[src/rtl/dds_sweep_writer_if.sv]
// Host-side bundle between the sweep control bank, the sweep writer
// and the DDS register-write port (DATA/WE/A).
interface dds_sweep_writer_if #(
  parameter int DW = 28,
  parameter int AW = 5,
  parameter int CW = 16
);
  logic          START;
  logic          ABORT;
  logic [DW-1:0] F_START;
  logic [DW-1:0] F_STEP;
  logic [CW-1:0] N_STEPS;
  logic [CW-1:0] DWELL;
  logic [DW-1:0] P_OFF;
  logic [DW-1:0] DATA;
  logic          WE;
  logic [AW-1:0] A;
  logic          BUSY;
  logic          DONE;

  modport master (
    output START, ABORT, F_START, F_STEP,
    output N_STEPS, DWELL, P_OFF,
    input  DATA, WE, A, BUSY, DONE
  );

  modport slave (
    input  START, ABORT, F_START, F_STEP,
    input  N_STEPS, DWELL, P_OFF,
    output DATA, WE, A, BUSY, DONE
  );
endinterface

[src/rtl/dds_sweep_writer.sv]
// Programs a linear frequency sweep into a DDS via its DATA/WE/A port.
// Define DDS_TRI_SWEEP_EN for a triangle (up then down) sweep.
module dds_sweep_writer #(
  parameter int DW        = 28,
  parameter int AW        = 5,
  parameter int PINC_ADDR = 0,
  parameter int POFF_ADDR = 1,
  parameter int CW        = 16
) (
  input logic CLK,
  input logic RST_N,
  dds_sweep_writer_if.slave bus
);

  typedef enum logic [2:0] {
    S_IDLE,
    S_WR_POFF,
    S_WR_PINC,
    S_DWELL,
    S_DONE
  } state_t;

  state_t        state;
  logic [DW-1:0] cur;
  logic [DW-1:0] step;
  logic [CW-1:0] n_steps;
  logic [CW-1:0] dwell;
  logic [CW-1:0] step_cnt;
  logic [CW-1:0] dwell_cnt;
  logic [DW-1:0] data;
  logic          we;
  logic [AW-1:0] addr;
  logic          busy;
  logic          done;

  logic [DW-1:0] nxt;
  logic [CW-1:0] cnt_nxt;
  logic          last;

`ifdef DDS_TRI_SWEEP_EN
  logic down;
  logic turn;

  // turn marks the top of the up leg; the down leg reuses step_cnt from 1
  always_comb begin
    turn    = !down && (step_cnt == n_steps) && (n_steps != '0);
    last    = (step_cnt == n_steps) && !turn;
    nxt     = (down || turn) ? cur - step : cur + step;
    cnt_nxt = turn ? CW'(1) : step_cnt + CW'(1);
  end
`else
  always_comb begin
    last    = (step_cnt == n_steps);
    nxt     = cur + step;
    cnt_nxt = step_cnt + CW'(1);
  end
`endif

  always_ff @(posedge CLK) begin
    if (!RST_N) begin
      state     <= S_IDLE;
      cur       <= '0;
      step      <= '0;
      n_steps   <= '0;
      dwell     <= '0;
      step_cnt  <= '0;
      dwell_cnt <= '0;
      data      <= '0;
      we        <= 1'b0;
      addr      <= '0;
      busy      <= 1'b0;
      done      <= 1'b0;
`ifdef DDS_TRI_SWEEP_EN
      down      <= 1'b0;
`endif
    end else if (bus.ABORT) begin
      state <= S_IDLE;
      we    <= 1'b0;
      busy  <= 1'b0;
      done  <= 1'b0;
    end else begin
      we   <= 1'b0;
      done <= 1'b0;
      case (state)
        S_IDLE: begin
          if (bus.START) begin
            cur      <= bus.F_START;
            step     <= bus.F_STEP;
            n_steps  <= bus.N_STEPS;
            dwell    <= bus.DWELL;
            step_cnt <= '0;
            state    <= S_WR_POFF;
            we       <= 1'b1;
            addr     <= AW'(POFF_ADDR);
            data     <= bus.P_OFF;
            busy     <= 1'b1;
`ifdef DDS_TRI_SWEEP_EN
            down     <= 1'b0;
`endif
          end
        end
        S_WR_POFF: begin
          state <= S_WR_PINC;
          we    <= 1'b1;
          addr  <= AW'(PINC_ADDR);
          data  <= cur;
        end
        S_WR_PINC: begin
          state     <= S_DWELL;
          dwell_cnt <= CW'(1);
        end
        S_DWELL: begin
          // starting at 1 makes a DWELL of 0 behave as 1
          if (dwell_cnt >= dwell) begin
            if (last) begin
              state <= S_DONE;
              done  <= 1'b1;
              busy  <= 1'b0;
            end else begin
              cur      <= nxt;
              step_cnt <= cnt_nxt;
              state    <= S_WR_PINC;
              we       <= 1'b1;
              addr     <= AW'(PINC_ADDR);
              data     <= nxt;
`ifdef DDS_TRI_SWEEP_EN
              if (turn) down <= 1'b1;
`endif
            end
          end else begin
            dwell_cnt <= dwell_cnt + CW'(1);
          end
        end
        S_DONE: state <= S_IDLE;
        default: state <= S_IDLE;
      endcase
    end
  end

  assign bus.DATA = data;
  assign bus.WE   = we;
  assign bus.A    = addr;
  assign bus.BUSY = busy;
  assign bus.DONE = done;

endmodule
[src/flat_wrapper.sv]
// flat-port wrapper written by rule: the top's interface ports become plain ports
module dds_sweep_writer_flat 
#(
  parameter int DW        = 28,
  parameter int AW        = 5,
  parameter int PINC_ADDR = 0,
  parameter int POFF_ADDR = 1,
  parameter int CW        = 16
)
  (CLK, RST_N, bus_START, bus_ABORT, bus_F_START, bus_F_STEP, bus_N_STEPS, bus_DWELL, bus_P_OFF, bus_DATA, bus_WE, bus_A, bus_BUSY, bus_DONE);
  dds_sweep_writer_if #(.DW(DW), .AW(AW), .CW(CW)) bus_i ();
  input logic CLK;
  input logic RST_N;
  input wire logic [$bits(bus_i.START)-1:0] bus_START;
  input wire logic [$bits(bus_i.ABORT)-1:0] bus_ABORT;
  input wire logic [$bits(bus_i.F_START)-1:0] bus_F_START;
  input wire logic [$bits(bus_i.F_STEP)-1:0] bus_F_STEP;
  input wire logic [$bits(bus_i.N_STEPS)-1:0] bus_N_STEPS;
  input wire logic [$bits(bus_i.DWELL)-1:0] bus_DWELL;
  input wire logic [$bits(bus_i.P_OFF)-1:0] bus_P_OFF;
  output wire logic [$bits(bus_i.DATA)-1:0] bus_DATA;
  output wire logic [$bits(bus_i.WE)-1:0] bus_WE;
  output wire logic [$bits(bus_i.A)-1:0] bus_A;
  output wire logic [$bits(bus_i.BUSY)-1:0] bus_BUSY;
  output wire logic [$bits(bus_i.DONE)-1:0] bus_DONE;
  assign bus_i.START = bus_START;
  assign bus_i.ABORT = bus_ABORT;
  assign bus_i.F_START = bus_F_START;
  assign bus_i.F_STEP = bus_F_STEP;
  assign bus_i.N_STEPS = bus_N_STEPS;
  assign bus_i.DWELL = bus_DWELL;
  assign bus_i.P_OFF = bus_P_OFF;
  assign bus_DATA = bus_i.DATA;
  assign bus_WE = bus_i.WE;
  assign bus_A = bus_i.A;
  assign bus_BUSY = bus_i.BUSY;
  assign bus_DONE = bus_i.DONE;
  dds_sweep_writer #(.DW(DW), .AW(AW), .PINC_ADDR(PINC_ADDR), .POFF_ADDR(POFF_ADDR), .CW(CW)) u_core (.CLK(CLK), .RST_N(RST_N), .bus(bus_i));
endmodule
[config.mk]
export PLATFORM = sky130hd
export DESIGN_NAME = dds_sweep_writer_flat
export DESIGN_NICKNAME = d
export VERILOG_FILES = /design/src/rtl/dds_sweep_writer_if.sv /design/src/rtl/dds_sweep_writer.sv /design/src/flat_wrapper.sv
export SDC_FILE = /design/constraint.sdc
export NUM_CORES = 1
export LEC_CHECK = 0
export CAP_MARGIN = 20
export CORE_MARGIN = 5
export CORE_UTILIZATION = 58
export CTS_CLUSTER_SIZE = 25
export DETAILED_ROUTE_END_ITERATION = 10
export PLACE_DENSITY = 0.95
export SYNTH_ARGS = -nofsm -noshare
export SYNTH_HDL_FRONTEND = slang
export SYNTH_SLANG_ARGS = --single-unit
[constraint.sdc]
create_clock -name CLK -period 7.77 [get_ports CLK]
set_input_delay 0.777 -clock CLK [delete_from_list [all_inputs] [get_ports CLK]]
set_output_delay 0.777 -clock CLK [all_outputs]
set_load 0.01 [all_outputs]
==> results of run 1 <==
## critical path: cells and delay by family (launching register included)
kind | cells | cell delay (ns)
and+or+nand+nor | 5 | 1.27
DFF | 1 | 0.42
AOI/OAI and AO/OA | 2 | 0.91
buffers and inverters | 2 | 0.64
## registers in the layout (all words and copies together), names as in the netlist
signal,count
u_core.state,3
u_core.dwell,16
u_core.cur,28
u_core.bus.DONE,1
u_core.bus.WE,1
u_core.dwell_cnt,16
u_core.bus.DATA,28
u_core.step_cnt,16
u_core.bus.A,1
u_core.bus.BUSY,1
u_core.step,28
u_core.n_steps,16
## layer usage
layer,vias to the layer above,global-route usage [%],wire length [um]
met3,82,6.18,2220
li1,4203,-,-
met4,0,14.2,991
met2,494,48.1,12800
met5,-,0,0
met1,4223,35.2,10400
## cells in the mapped netlist, types with 6 or more instances
cell | instances | share of area, %
sky130_fd_sc_hd__a21oi_1 | 146 | 8.4
sky130_fd_sc_hd__nor2_1 | 77 | 3.3
sky130_fd_sc_hd__o211ai_1 | 13 | 1.1
sky130_fd_sc_hd__mux2i_1 | 9 | 1.0
sky130_fd_sc_hd__buf_2 | 6 | 0.35
sky130_fd_sc_hd__nor4_1 | 10 | 0.72
sky130_fd_sc_hd__ha_1 | 45 | 6.5
sky130_fd_sc_hd__a21o_1 | 14 | 1.2
sky130_fd_sc_hd__inv_1 | 26 | 1.1
sky130_fd_sc_hd__or3_1 | 13 | 0.94
sky130_fd_sc_hd__o21ai_0 | 50 | 2.9
sky130_fd_sc_hd__and3_1 | 25 | 1.8
sky130_fd_sc_hd__nand2_1 | 226 | 9.8
sky130_fd_sc_hd__nand4_1 | 16 | 1.2
sky130_fd_sc_hd__xor2_1 | 29 | 2.9
sky130_fd_sc_hd__a211oi_1 | 10 | 0.87
sky130_fd_sc_hd__dfxtp_1 | 155 | 36
sky130_fd_sc_hd__clkbuf_1 | 61 | 2.6
sky130_fd_sc_hd__nor2b_1 | 13 | 0.94
sky130_fd_sc_hd__and2_1 | 8 | 0.58
sky130_fd_sc_hd__a2111oi_0 | 7 | 0.71
sky130_fd_sc_hd__a31oi_1 | 20 | 1.4
sky130_fd_sc_hd__nor3_1 | 14 | 0.81
sky130_fd_sc_hd__nand3_1 | 27 | 1.6
sky130_fd_sc_hd__xnor2_1 | 23 | 2.3
sky130_fd_sc_hd__a311oi_1 | 11 | 1.1
## final timing paths
| check | endpoint | slack [ns] | from | cells after the start |
|---|---|---|---|---|
| hold reg to reg | u_core.bus.DATA[15] | 0.45 | u_core.bus.DATA[15] | 2 |
| setup reg to reg | u_core.bus.DATA[17] | 4.36 | u_core.state[0] | 9 |
| hold / removal | u_core.bus.DATA[15] | 0.45 | u_core.bus.DATA[15] | 2 |
| setup / recovery | u_core.bus.DATA[17] | 4.36 | u_core.state[0] | 9 |
## stage by stage
| step | area [um2] | power [mW] | setup slack (ns) | util, % | cells |
|---|---|---|---|---|---|
| after floorplan | 8670 | 1.05 | 5.14 | - | 1133 |
| after global placement | 10200 | 1.17 | 3.96 | 69.8 | 1403 |
| after detailed placement | 10200 | 1.18 | 3.79 | 69.8 | 1403 |
| after CTS | 10800 | 2.03 | 3.79 | 73.9 | 1433 |
| after global routing | 10800 | 2.11 | 4.20 | 74.3 | 1436 |
| final | 10800 | 2.04 | 4.36 | 74.3 | 1436 |
## layout make-up
class / count / area, um2 / share of cell area [%]
Multi-Input combinational cell: 876 / 5150 / 47.5
Sequential cell: 155 / 3100 / 28.6
Timing Repair Buffer: 165 / 1650 / 15.2
Clock buffer: 23 / 498 / 4.59
Tap cell: 184 / 230 / 2.12
Clock inverter: 7 / 113 / 1.04
Inverter: 26 / 97.6 / 0.900
## power by group
group | internal (mW) | leakage, nW | switching, mW
logic | 0.146 | 2.74 | 0.170
registers | 0.832 | 1.26 | 0.0278
clock network | 0.543 | 0.301 | 0.320
## kinds of logic (layout without fill, tap and decap cells)
kind of cell / count (synthesis) / in the layout / share of synthesized area, %
flip-flops: 155 / 155 / 35.8
other: 1 / 4 / 0.0433
buffers and inverters: 102 / 221 / 4.98
XOR/XNOR: 52 / 52 / 5.26
AO/OA/AOI/OAI: 317 / 317 / 22.7
adder cells (fa/ha/maj): 46 / 46 / 6.73
multiplexers: 11 / 11 / 1.30
AND/OR/NAND/NOR: 446 / 446 / 23.2
## cells in the final DEF, fill, tap and decap left out, types with 5 or more instances in the layout
cell | synthesis | layout
sky130_fd_sc_hd__o21ai_0 | 50 | 50
sky130_fd_sc_hd__clkdlybuf4s50_1 | 0 | 151
sky130_fd_sc_hd__a211o_1 | 5 | 5
sky130_fd_sc_hd__nor4_1 | 10 | 9
sky130_fd_sc_hd__mux2i_1 | 9 | 9
sky130_fd_sc_hd__nand4_1 | 16 | 16
sky130_fd_sc_hd__a31oi_1 | 20 | 20
sky130_fd_sc_hd__buf_4 | 5 | 12
sky130_fd_sc_hd__clkbuf_16 | 0 | 17
sky130_fd_sc_hd__o211ai_1 | 13 | 13
sky130_fd_sc_hd__and3_1 | 25 | 25
sky130_fd_sc_hd__a311oi_1 | 11 | 11
sky130_fd_sc_hd__inv_1 | 26 | 25
sky130_fd_sc_hd__a21o_1 | 14 | 14
sky130_fd_sc_hd__xnor2_1 | 23 | 23
sky130_fd_sc_hd__xor2_1 | 29 | 29
sky130_fd_sc_hd__and2_1 | 8 | 8
sky130_fd_sc_hd__a211oi_1 | 10 | 10
sky130_fd_sc_hd__ha_1 | 45 | 45
sky130_fd_sc_hd__nor3_1 | 14 | 14
sky130_fd_sc_hd__nor2b_1 | 13 | 12
sky130_fd_sc_hd__or3_1 | 13 | 12
sky130_fd_sc_hd__a21oi_1 | 146 | 146
sky130_fd_sc_hd__nand2_1 | 226 | 226
sky130_fd_sc_hd__nand3_1 | 27 | 27
sky130_fd_sc_hd__nor2_1 | 77 | 76
sky130_fd_sc_hd__dfxtp_1 | 155 | 155
sky130_fd_sc_hd__a2111oi_0 | 7 | 7
sky130_fd_sc_hd__clkbuf_8 | 0 | 5
==> flow_summary.html, run 1 <==
<table>
<tr><th>Metric</th><th>Value</th></tr>
<tr><th colspan="2">Logic synthesis</th></tr>
<tr><td>Number of distinct library cell variants in the gate-level netlist after synthesis</td><td>60</td></tr>
<tr><td>Number of enable flip-flop cells after synthesis</td><td>0</td></tr>
<tr><td>Mean instance size in the synthesized netlist</td><td>7.67 um2</td></tr>
<tr><td>Predominant post-synthesis flop cell</td><td>sky130_fd_sc_hd__dfxtp_1</td></tr>
<tr><td>Post-synthesis sequential area ratio</td><td>35.8%</td></tr>
<tr><td>Synth Instances</td><td>1130</td></tr>
<tr><td>Number of synthesized register bits</td><td>155</td></tr>
<tr><td>Async S/R FF share, synth</td><td>0%</td></tr>
<tr><td>Synthesized area</td><td>8660 um2</td></tr>
<tr><td>Yosys warning total</td><td>0</td></tr>
<tr><th colspan="2">Route</th></tr>
<tr><td>Post-detailed-route count of antenna-violating nets</td><td>0</td></tr>
<tr><td>1st-pass router iterations</td><td>6</td></tr>
<tr><td>Post-DR vias/cell</td><td>6.27</td></tr>
<tr><td>Final WL</td><td>26.4 mm</td></tr>
<tr><td>DRC violation count after routing</td><td>0</td></tr>
<tr><td>Number of DRC markers in iteration 0</td><td>948</td></tr>
<tr><td>Via count</td><td>9002</td></tr>
<tr><td>Wirelength per Cell</td><td>18.4 um</td></tr>
<tr><th colspan="2">Floorplan</th></tr>
<tr><td>Die Wd</td><td>132 um</td></tr>
<tr><td>I/O pin count</td><td>156</td></tr>
<tr><td>Cell row count</td><td>44</td></tr>
<tr><td>Area of the core</td><td>14600 um2</td></tr>
<tr><td>Area of the die</td><td>17500 um2</td></tr>
<tr><td>Initial core utilization</td><td>59.4%</td></tr>
<tr><td>Height of the die</td><td>132 um</td></tr>
<tr><th colspan="2">Place</th></tr>
<tr><td>Count of port buffers added during placement</td><td>151</td></tr>
<tr><td>Final weighted congestion in routability-driven placement</td><td>0.904</td></tr>
<tr><td>Post-DP HPWL</td><td>17.9 mm</td></tr>
<tr><th colspan="2">Critical path</th></tr>
<tr><td>Largest incremental delay on the critical path</td><td>0.68 ns</td></tr>
<tr><td>Setup crit end kind</td><td>flop</td></tr>
<tr><td>Data arrival, critical path</td><td>3.67 ns</td></tr>
<tr><td>Critical path class</td><td>reg2reg</td></tr>
<tr><td>Cell with the largest stage delay on the worst path</td><td>sky130_fd_sc_hd__or4_1</td></tr>
<tr><td>CP startpoint kind</td><td>flop</td></tr>
<tr><td>Library cell appearing most often on the critical path</td><td>sky130_fd_sc_hd__buf_4</td></tr>
<tr><td>Cell Chain, Critical Path</td><td>nor2b_2 -&gt; buf_4 -&gt; nand2_1 -&gt; buf_4 -&gt; nor2_1 -&gt; or4_1 -&gt; a21o_4 -&gt; a2111oi_0 -&gt; nor4_1</td></tr>
<tr><td>Data required, critical path</td><td>8.04 ns</td></tr>
<tr><td>Peak fanout along the critical path</td><td>35</td></tr>
<tr><th colspan="2">STA</th></tr>
<tr><td>Worst-Margin Slew</td><td>0.894 ns</td></tr>
<tr><td>Fraction of the cycle the final worst path needs</td><td>43.8%</td></tr>
<tr><td>Number of max-slew violations in the final report</td><td>0</td></tr>
<tr><td>Setup repair after global routing missed its margin</td><td>no</td></tr>
<tr><td>Total Neg Setup Slack</td><td>0 ns</td></tr>
<tr><td>Final number of setup-violating endpoints</td><td>0</td></tr>
<tr><td>Worst-case headroom to the max-slew limit</td><td>40.4%</td></tr>
<tr><td>Worst hold margin</td><td>0.455 ns</td></tr>
<tr><td>Hold Fails Final Rpt</td><td>0</td></tr>
<tr><td>Worst Skew</td><td>0.0139 ns</td></tr>
<tr><td>Achievable frequency</td><td>0.294 GHz</td></tr>
<tr><td>Minimum period implied by the final worst setup slack</td><td>3.41 ns</td></tr>
<tr><th colspan="2">GRT</th></tr>
<tr><td>First-pass GRT wire length</td><td>41.9 mm</td></tr>
<tr><td>GRT Resource Usage Total</td><td>28.8%</td></tr>
<tr><td>Via count of the first global-routing pass</td><td>8638</td></tr>
<tr><td>Maximum number of pins on one net before global-route repair</td><td>85</td></tr>
<tr><td>Initial antenna violation count</td><td>0</td></tr>
<tr><td>Total gr overflow</td><td>0</td></tr>
<tr><th colspan="2">Clocking</th></tr>
<tr><td>Root buffer cell</td><td>sky130_fd_sc_hd__clkbuf_16</td></tr>
<tr><td>Count of cells resized by post-cts repair</td><td>0</td></tr>
<tr><td>TritonCTS clock tree</td><td>done</td></tr>
<tr><td>Post-CTS Setup Repair Bufs</td><td>0</td></tr>
<tr><td>Clock sink count</td><td>155</td></tr>
<tr><td>Clk_lat worst skew</td><td>0.43 ns</td></tr>
<tr><td>Number of levels in the clock H-tree</td><td>4</td></tr>
<tr><td>Num CTS Buffers</td><td>17</td></tr>
<tr><td>Worst-path clk slew</td><td>0.06 ns</td></tr>
<tr><td>Post-CTS Hold Buffers</td><td>0</td></tr>
<tr><td>Maximum clock insertion buffer count</td><td>2</td></tr>
<tr><th colspan="2">Cells and area</th></tr>
<tr><td>Ant. Diodes</td><td>0</td></tr>
<tr><td>Area Growth Syn to Fin</td><td>25.2%</td></tr>
<tr><td>Share of layout cells above drive strength 1</td><td>5.27%</td></tr>
<tr><td>Fillers</td><td>1003</td></tr>
<tr><td>Final nets</td><td>1407</td></tr>
<tr><th colspan="2">Pwr</th></tr>
<tr><td>Static Leak</td><td>4.30 nW</td></tr>
<tr><td>Areal power density over the cells</td><td>188 nW/um2</td></tr>
<tr><td>Worst IR Drop VDD</td><td>0.000195 V</td></tr>
<tr><th colspan="2">Flow run</th></tr>
<tr><td>Max-cap viol count</td><td>0</td></tr>
<tr><th colspan="2">Hold path</th></tr>
<tr><td>Type of the most critical hold path</td><td>reg2reg</td></tr>
<tr><th colspan="2">Run status</th></tr>
<tr><td>Status</td><td>complete, no violations</td></tr>
</table>
(Power assumes the default switching activity.)
==> inputs of run 2 (changes only) <==
Settings changed: CORE_UTILIZATION 58 to 53, PLACE_DENSITY 0.95 to 0.91.
Clock period 7.77 ns to 3.3 ns, I/O delays scaled along.
==> run 2 against run 1 <==
  * Sequential cell count did not move
  * Clock power rose by 120%
  * Register-to-register slack got worse by 4.1 ns
==> flow_summary.html, run 2 (synthesized netlist as in run 1, its figures left out) <==
<table>
<tr><th>Metric</th><th>Value</th></tr>
<tr><th colspan="2">Hold path</th></tr>
<tr><td>Startpoint of the tightest hold check path</td><td>bus_F_STEP[19]</td></tr>
<tr><td>Type of the most critical hold path</td><td>in2reg</td></tr>
<tr><td>Capture endpoint of the worst hold path</td><td>u_core.step[19]</td></tr>
<tr><td>Hold Path Stages</td><td>3 (+1)</td></tr>
<tr><th colspan="2">Floorplan</th></tr>
<tr><td>Area of the core</td><td>15900 um2 (+9.3%)</td></tr>
<tr><td>Cell row count</td><td>46 (+4.5%)</td></tr>
<tr><td>Initial core utilization</td><td>54.3% (-5.0 points)</td></tr>
<tr><td>Height of the die</td><td>138 um (+4.3%)</td></tr>
<tr><td>Die Wd</td><td>138 um (+4.3%)</td></tr>
<tr><td>I/O pin count</td><td>156 (unchanged)</td></tr>
<tr><td>Area of the die</td><td>19000 um2 (+8.7%)</td></tr>
<tr><th colspan="2">Cells and area</th></tr>
<tr><td>Leading cell types in the layout, fill and taps excluded</td><td>226 x sky130_fd_sc_hd__nand2_1, 155 x sky130_fd_sc_hd__dfxtp_1, 151 x sky130_fd_sc_hd__clkdlybuf4s50_1, 146 x sky130_fd_sc_hd__a21oi_1, 76 x sky130_fd_sc_hd__nor2_1</td></tr>
<tr><td>Area occupied by multi-input gates</td><td>5160 um2 (+0.27%)</td></tr>
<tr><td>Area Growth Syn to Fin</td><td>25.8%</td></tr>
<tr><td>Fillers</td><td>1276 (+27%)</td></tr>
<tr><td>Commonest non-fill, non-tap cell in the layout</td><td>sky130_fd_sc_hd__nand2_1</td></tr>
<tr><td>Total area of sequential cells</td><td>3100 um2 (unchanged)</td></tr>
<tr><td>Final nets</td><td>1414 (+0.50%)</td></tr>
<tr><td>Ant. Diodes</td><td>0 (unchanged)</td></tr>
<tr><td>Share of layout cells above drive strength 1</td><td>5.87% (+0.60 points)</td></tr>
<tr><th colspan="2">Place</th></tr>
<tr><td>Post-Place Worst Slack</td><td>0.330 ns (-3.46 ns)</td></tr>
<tr><td>Final weighted congestion in routability-driven placement</td><td>0.925 (+2.3%)</td></tr>
<tr><td>Count of port buffers added during placement</td><td>151 (unchanged)</td></tr>
<tr><td>Post-DP HPWL</td><td>18.7 mm (+4.6%)</td></tr>
<tr><th colspan="2">Route</th></tr>
<tr><td>Post-detailed-route count of antenna-violating nets</td><td>0 (unchanged)</td></tr>
<tr><td>Post-DR vias/cell</td><td>6.06 (-3.3%)</td></tr>
<tr><td>DRC violation count after routing</td><td>0 (unchanged)</td></tr>
<tr><td>Wirelength per Cell</td><td>17.9 um (-2.6%)</td></tr>
<tr><td>Via count</td><td>8946 (-0.62%)</td></tr>
<tr><td>Number of DRC markers in iteration 0</td><td>962 (+1.5%)</td></tr>
<tr><td>1st-pass router iterations</td><td>5 (-1)</td></tr>
<tr><td>Final WL</td><td>26.5 mm (about the same)</td></tr>
<tr><th colspan="2">STA</th></tr>
<tr><td>Total Neg Setup Slack</td><td>0 ns (unchanged)</td></tr>
<tr><td>Post-route setup slack</td><td>0.286 ns (-4.08 ns)</td></tr>
<tr><td>Worst Skew</td><td>0.00931 ns (-0.00461 ns)</td></tr>
<tr><td>Worst-Margin Slew</td><td>0.659 ns (-0.235 ns)</td></tr>
<tr><td>Achievable frequency</td><td>0.332 GHz (+13%)</td></tr>
<tr><td>Hold Fails Final Rpt</td><td>0 (unchanged)</td></tr>
<tr><td>Fraction of the cycle the final worst path needs</td><td>91.3% (+47 points)</td></tr>
<tr><td>Number of max-slew violations in the final report</td><td>0 (unchanged)</td></tr>
<tr><td>Final number of setup-violating endpoints</td><td>0 (unchanged)</td></tr>
<tr><td>Worst-case headroom to the max-slew limit</td><td>56.1% (+16 points)</td></tr>
<tr><td>Setup repair after global routing missed its margin</td><td>no</td></tr>
<tr><td>Worst hold margin</td><td>0.443 ns (-0.0114 ns)</td></tr>
<tr><td>Minimum period implied by the final worst setup slack</td><td>3.01 ns (-0.392 ns)</td></tr>
<tr><th colspan="2">Critical path</th></tr>
<tr><td>Worst r2r path cells</td><td>10 (+1)</td></tr>
<tr><td>Startpoint of the worst register-to-register path</td><td>u_core.step[0]</td></tr>
<tr><td>Data arrival, critical path</td><td>3.31 ns (-0.36 ns)</td></tr>
<tr><td>Setup crit end kind</td><td>flop</td></tr>
<tr><td>Peak fanout along the critical path</td><td>5 (-86%)</td></tr>
<tr><td>Register-to-Register Setup Slack</td><td>0.29 ns (-4.08 ns)</td></tr>
<tr><td>Critical path class</td><td>reg2reg</td></tr>
<tr><td>Data required, critical path</td><td>3.60 ns (-4.44 ns)</td></tr>
<tr><td>Reg-to-reg endpoint</td><td>u_core.bus.DATA[24]</td></tr>
<tr><td>CP startpoint kind</td><td>flop</td></tr>
<tr><th colspan="2">Clocking</th></tr>
<tr><td>Clock sink count</td><td>155 (unchanged)</td></tr>
<tr><td>TritonCTS clock tree</td><td>done</td></tr>
<tr><td>Clk_lat worst skew</td><td>0.43 ns (about the same)</td></tr>
<tr><td>Worst-path clk slew</td><td>0.07 ns (about the same)</td></tr>
<tr><td>Number of levels in the clock H-tree</td><td>4 (unchanged)</td></tr>
<tr><td>Maximum clock insertion buffer count</td><td>2 (unchanged)</td></tr>
<tr><td>Num CTS Buffers</td><td>17 (unchanged)</td></tr>
<tr><td>Root buffer cell</td><td>sky130_fd_sc_hd__clkbuf_16</td></tr>
<tr><th colspan="2">Run status</th></tr>
<tr><td>Status</td><td>complete, no violations</td></tr>
<tr><th colspan="2">Pwr</th></tr>
<tr><td>Static Leak</td><td>4.30 nW (about the same)</td></tr>
<tr><td>Worst IR Drop VDD</td><td>0.000397 V (+100%)</td></tr>
<tr><td>Areal power density over the cells</td><td>433 nW/um2 (+130%)</td></tr>
<tr><th colspan="2">Flow run</th></tr>
<tr><td>Max-cap viol count</td><td>0 (unchanged)</td></tr>
<tr><th colspan="2">GRT</th></tr>
<tr><td>Maximum number of pins on one net before global-route repair</td><td>61 (-28%)</td></tr>
<tr><td>Initial antenna violation count</td><td>0 (unchanged)</td></tr>
<tr><td>First-pass GRT wire length</td><td>41.6 mm (-0.69%)</td></tr>
<tr><td>GRT Resource Usage Total</td><td>27.6% (-1.2 points)</td></tr>
<tr><td>Total gr overflow</td><td>0 (unchanged)</td></tr>
<tr><td>Via count of the first global-routing pass</td><td>8482 (-1.8%)</td></tr>
</table>
## run 2: cell types whose count changed in the layout (fill, tap and decap cells not counted), sizes merged
cell      before  now
clkinvlp       1    3
bufinv         3    2
clkbuf        23   21
buf           14   21
clkinv         3    5
## run 2: repair_timing
action / 4_1_cts / 5_1_grt
endpoints found under the setup margin: 0 / 1
gates resized for setup: 0 / 2
hold buffers: 0 / 0
buffers inserted: 0 / 0
## run 2: critical path, cell delays in order (launching register included)
cell                        delay (ns)
sky130_fd_sc_hd__dfxtp_1          0.32
sky130_fd_sc_hd__ha_1             0.23
sky130_fd_sc_hd__fa_1             0.41
sky130_fd_sc_hd__a21oi_1          0.30
sky130_fd_sc_hd__o211ai_1         0.18
sky130_fd_sc_hd__a211oi_4         0.38
sky130_fd_sc_hd__o31ai_4          0.15
sky130_fd_sc_hd__a31oi_1          0.25
sky130_fd_sc_hd__xnor2_1          0.14
sky130_fd_sc_hd__a2111oi_2        0.42
sky130_fd_sc_hd__nor4_1           0.11
## run 2: worst max path at each step
stage                         startpoint             endpoint  slack (ns)  cells after the start
after global routing      u_core.step[0]  u_core.bus.DATA[20]        0.01                     10
after global placement    u_core.step[0]  u_core.bus.DATA[20]        0.42                     10
final                     u_core.step[0]  u_core.bus.DATA[24]        0.29                     10
after CTS                 u_core.step[0]  u_core.bus.DATA[24]        0.17                     10
after floorplan           u_core.step[0]  u_core.bus.DATA[20]        0.67                     10
after detailed placement  u_core.step[0]  u_core.bus.DATA[24]        0.33                     10
## run 2: through the flow
| step | cells | power, mW | utilization [%] | instance area [um2] |
|---|---|---|---|---|
| finish | 1476 | 4.72 | 68.3 | 10900 |
| global route | 1476 | 4.87 | 68.3 | 10900 |
| CTS | 1476 | 4.71 | 68.3 | 10900 |
| detailed placement | 1445 | 2.79 | 64.7 | 10300 |
| global placement | 1445 | 2.77 | 64.7 | 10300 |
| floorplan | 1133 | 2.46 | - | 8670 |
## run 2: metal layers
| layer | global-route usage [%] | share of wire, % |
|---|---|---|
| met2 | 46.1 | 48 |
| met5 | 0 | 0 |
| met3 | 5.44 | 8.3 |
| met1 | 34.2 | 40 |
| met4 | 12.9 | 4.1 |
## run 2: final cells by class
cell class	instances	share of cell area, %
Clock buffer	21	4.23
Clock inverter	10	1.09
Inverter	26	0.896
Multi-Input combinational cell	876	47.4
Sequential cell	155	28.5
Tap cell	216	2.48
Timing Repair Buffer	172	15.4
## run 2: where the power goes
| part | switching [mW] | total [mW] | internal, mW | leakage (nW) |
|---|---|---|---|---|
| clock network | 0.795 | 1.94 | 1.15 | 0.275 |
| registers | 0.0637 | 2.02 | 1.96 | 1.26 |
| logic | 0.403 | 0.753 | 0.350 | 2.76 |
| total | 1.26 | 4.72 | 3.46 | 4.30 |
==> inputs of run 3 (changes only) <==
Settings changed: ABC_CLOCK_PERIOD_IN_PS from default to 3300, CAP_MARGIN 20 to 0, MAX_ROUTING_LAYER from default to met4.
==> run 3 against run 2 <==
  * Sequential share of layout area decreased by 0.16 points
  * Setup slack got worse by 0.041 ns
  * Sequential power is essentially flat
  * Combinational power is essentially flat
==> flow_summary.html, run 3 (synthesized netlist as in run 1, its figures left out) <==
<table>
<tr><th>Metric</th><th>Value</th></tr>
<tr><th colspan="2">Pwr</th></tr>
<tr><td>Worst IR Drop VDD</td><td>0.000440 V (+11%)</td></tr>
<tr><td>Static Leak</td><td>4.33 nW (+0.62%)</td></tr>
<tr><td>Net switching share of the total power</td><td>25.7% (-1.0 points)</td></tr>
<tr><td>Areal power density over the cells</td><td>450 nW/um2 (+4.0%)</td></tr>
<tr><td>Share of total power in combinational logic</td><td>15.3% (-0.7 points)</td></tr>
<tr><td>Post-route total power</td><td>4.93 mW (+4.6%)</td></tr>
<tr><td>Internal power summed over all cells</td><td>3.66 mW (+6.0%)</td></tr>
<tr><td>Reg power frac</td><td>41.0% (-1.8 points)</td></tr>
<tr><td>Share of power burned in the clock network</td><td>43.8% (+2.6 points)</td></tr>
<tr><td>Switching power</td><td>1.27 mW (+0.62%)</td></tr>
<tr><th colspan="2">STA</th></tr>
<tr><td>Setup repair after global routing missed its margin</td><td>no</td></tr>
<tr><td>Total Neg Setup Slack</td><td>0 ns (unchanged)</td></tr>
<tr><td>Worst-Margin Slew</td><td>0.694 ns (+0.0353 ns)</td></tr>
<tr><td>Fraction of the cycle the final worst path needs</td><td>92.6% (+1.2 points)</td></tr>
<tr><td>Achievable frequency</td><td>0.327 GHz (-1.4%)</td></tr>
<tr><td>Final number of setup-violating endpoints</td><td>0 (unchanged)</td></tr>
<tr><td>Hold Fails Final Rpt</td><td>0 (unchanged)</td></tr>
<tr><td>Number of max-slew violations in the final report</td><td>0 (unchanged)</td></tr>
<tr><td>Worst-case headroom to the max-slew limit</td><td>53.7% (-2.4 points)</td></tr>
<tr><td>Minimum period implied by the final worst setup slack</td><td>3.05 ns (+0.0412 ns)</td></tr>
<tr><td>Worst Skew</td><td>0.00849 ns (-0.000815 ns)</td></tr>
<tr><th colspan="2">Critical path</th></tr>
<tr><td>Data required, critical path</td><td>3.60 ns (about the same)</td></tr>
<tr><td>Cell with the largest stage delay on the worst path</td><td>sky130_fd_sc_hd__a2111oi_0</td></tr>
<tr><td>Count of buffering cells on the critical path with inverters included</td><td>0 (unchanged)</td></tr>
<tr><td>Reg-to-reg endpoint</td><td>u_core.bus.DATA[20]</td></tr>
<tr><td>Worst r2r path cells</td><td>10 (unchanged)</td></tr>
<tr><td>Critical path class</td><td>reg2reg</td></tr>
<tr><td>Data arrival, critical path</td><td>3.36 ns (+0.05 ns)</td></tr>
<tr><td>Largest incremental delay on the critical path</td><td>0.50 ns (+0.08 ns)</td></tr>
<tr><td>Register-to-Register Setup Slack</td><td>0.25 ns (-0.04 ns)</td></tr>
<tr><td>Crit-path leading delay family</td><td>compound AO/OA/AOI/OAI gates</td></tr>
<tr><td>CP startpoint kind</td><td>flop</td></tr>
<tr><td>Startpoint of the worst register-to-register path</td><td>u_core.cur[0]</td></tr>
<tr><td>Setup crit end kind</td><td>flop</td></tr>
<tr><td>Cell Chain, Critical Path</td><td>ha_1 -&gt; fa_1 -&gt; a21oi_1 -&gt; o211ai_1 -&gt; a211oi_4 -&gt; o21ai_1 -&gt; a31oi_1 -&gt; xnor2_1 -&gt; a2111oi_0 -&gt; nor4_1</td></tr>
<tr><td>Peak fanout along the critical path</td><td>4 (-1)</td></tr>
<tr><th colspan="2">Hold path</th></tr>
<tr><td>Type of the most critical hold path</td><td>in2reg</td></tr>
<tr><td>Capture endpoint of the worst hold path</td><td>u_core.step[22]</td></tr>
<tr><td>Startpoint of the tightest hold check path</td><td>bus_F_STEP[22]</td></tr>
<tr><td>Hold Path Stages</td><td>3 (unchanged)</td></tr>
<tr><th colspan="2">Floorplan</th></tr>
<tr><td>Height of the die</td><td>138 um (unchanged)</td></tr>
<tr><td>Cell row count</td><td>46 (unchanged)</td></tr>
<tr><td>I/O pin count</td><td>156 (unchanged)</td></tr>
<tr><td>Die Wd</td><td>138 um (unchanged)</td></tr>
<tr><td>Initial core utilization</td><td>54.3% (unchanged)</td></tr>
<tr><td>Area of the core</td><td>15900 um2 (unchanged)</td></tr>
<tr><td>Area of the die</td><td>19000 um2 (unchanged)</td></tr>
<tr><th colspan="2">GRT</th></tr>
<tr><td>Via count of the first global-routing pass</td><td>8456 (-0.31%)</td></tr>
<tr><td>Initial antenna violation count</td><td>2 (+2)</td></tr>
<tr><td>First-pass GRT wire length</td><td>41.6 mm (about the same)</td></tr>
<tr><td>Total gr overflow</td><td>0 (unchanged)</td></tr>
<tr><td>Maximum number of pins on one net before global-route repair</td><td>61 (unchanged)</td></tr>
<tr><td>GRT Resource Usage Total</td><td>28.6% (+1.0 points)</td></tr>
<tr><th colspan="2">Route</th></tr>
<tr><td>Wirelength per Cell</td><td>18.0 um (+0.39%)</td></tr>
<tr><td>Number of DRC markers in iteration 0</td><td>1190 (+24%)</td></tr>
<tr><td>Post-detailed-route count of antenna-violating nets</td><td>0 (unchanged)</td></tr>
<tr><td>1st-pass router iterations</td><td>8 (+3)</td></tr>
<tr><td>DRC violation count after routing</td><td>0 (unchanged)</td></tr>
<tr><td>Via count</td><td>9015 (+0.77%)</td></tr>
<tr><td>Final WL</td><td>26.6 mm (+0.60%)</td></tr>
<tr><td>Post-DR vias/cell</td><td>6.10 (+0.57%)</td></tr>
<tr><th colspan="2">Cells and area</th></tr>
<tr><td>Commonest non-fill, non-tap cell in the layout</td><td>sky130_fd_sc_hd__nand2_1</td></tr>
<tr><td>Leading cell types in the layout, fill and taps excluded</td><td>226 x sky130_fd_sc_hd__nand2_1, 155 x sky130_fd_sc_hd__dfxtp_1, 151 x sky130_fd_sc_hd__clkdlybuf4s50_1, 146 x sky130_fd_sc_hd__a21oi_1, 76 x sky130_fd_sc_hd__nor2_1</td></tr>
<tr><td>Area Growth Syn to Fin</td><td>26.5%</td></tr>
<tr><td>Post-route core utilization</td><td>68.7% (+0.38 points)</td></tr>
<tr><td>Share of layout cells above drive strength 1</td><td>5.87% (about the same)</td></tr>
<tr><td>Final nets</td><td>1414 (unchanged)</td></tr>
<tr><td>Fillers</td><td>1267 (-0.71%)</td></tr>
<tr><th colspan="2">Run status</th></tr>
<tr><td>Status</td><td>complete, no violations</td></tr>
<tr><th colspan="2">Clocking</th></tr>
<tr><td>Count of cells resized by post-cts repair</td><td>0 (unchanged)</td></tr>
<tr><td>Num CTS Buffers</td><td>17 (unchanged)</td></tr>
<tr><td>Post-CTS Setup Repair Bufs</td><td>0 (unchanged)</td></tr>
<tr><td>Clock sink count</td><td>155 (unchanged)</td></tr>
<tr><td>Post-CTS Hold Buffers</td><td>0 (unchanged)</td></tr>
<tr><td>Root buffer cell</td><td>sky130_fd_sc_hd__clkbuf_16</td></tr>
<tr><td>Number of levels in the clock H-tree</td><td>4 (unchanged)</td></tr>
<tr><td>Clk_lat worst skew</td><td>0.44 ns (about the same)</td></tr>
<tr><td>TritonCTS clock tree</td><td>done</td></tr>
<tr><td>Maximum clock insertion buffer count</td><td>2 (unchanged)</td></tr>
<tr><td>Worst-path clk slew</td><td>0.06 ns (about the same)</td></tr>
<tr><th colspan="2">Place</th></tr>
<tr><td>Final weighted congestion in routability-driven placement</td><td>0.975 (+5.4%)</td></tr>
<tr><td>Count of port buffers added during placement</td><td>151 (unchanged)</td></tr>
<tr><td>Post-DP HPWL</td><td>18.7 mm (-0.15%)</td></tr>
<tr><th colspan="2">Flow run</th></tr>
<tr><td>Max-cap viol count</td><td>0 (unchanged)</td></tr>
</table>
## run 3: changes by cell type in the layout (fill, tap and decap cells not counted), sizes merged
cell,delta
diode,+2
bufinv,+3
clkbuf,-1
clkinv,-2
clkinvlp,+1
## run 3: worst min-delay path: cells and delay by family
kind,cells,cell delay (ns)
and+or+nand+nor,1,0.05
AOI/OAI and AO/OA,1,0.05
buffers and inverters,1,0.39
## run 3: how the worst max path moves through the flow
stage	slack, ns	to	cells past startpoint	from
final	0.25	u_core.bus.DATA[20]	10	u_core.cur[0]
after global routing	0.09	u_core.bus.DATA[20]	10	u_core.cur[0]
after CTS	0.28	u_core.bus.DATA[20]	10	u_core.cur[0]
after detailed placement	0.32	u_core.bus.DATA[20]	10	u_core.step[0]
after global placement	0.43	u_core.bus.DATA[20]	10	u_core.step[0]
after floorplan	0.67	u_core.bus.DATA[20]	10	u_core.step[0]
## run 3: layout make-up
cell class	instances	area (um2)	share of cell area [%]
multi-input combinational	876	5160	47.1
sequential	155	3100	28.3
timing repair buffer	172	1680	15.3
clock buffer	20	447	4.08
tap	216	270	2.47
clock inverter	12	195	1.78
inverter	26	97.6	0.891
antenna	2	5.00	0.0457
## run 3: power groups by stage
stage	Sequential (mW)	Combinational, mW	Clock, mW
floorplan	2.05	0.411	0
global placement	2.06	0.719	0
detailed placement	2.06	0.735	0
CTS	2.02	0.744	2.16
global route	2.03	0.811	2.24
finish	2.02	0.754	2.16
## run 3: layer usage
layer / up-vias / part of all wire [%] / GRT usage, %
li1: 4232 / - / -
met2: 466 / 47 / 45.8
met4: 0 / 3.9 / 14.4
met1: 4229 / 41 / 34.6
met3: 88 / 8.0 / 5.26
met5: - / 0 / -
## run 3: stage by stage
| stage | area [um2] | std cells | setup WS [ns] | hold slack (ns) |
|---|---|---|---|---|
| 2_1_floorplan | 8670 | 1133 | 0.666 | 0.436 |
| 3_3_place_gp | 10300 | 1445 | 0.434 | 0.442 |
| 3_5_place_dp | 10300 | 1445 | 0.316 | 0.448 |
| 4_1_cts | 11000 | 1477 | 0.278 | 0.430 |
| 5_1_grt | 11000 | 1479 | 0.0907 | 0.450 |
| 6_report | 11000 | 1479 | 0.245 | 0.434 |
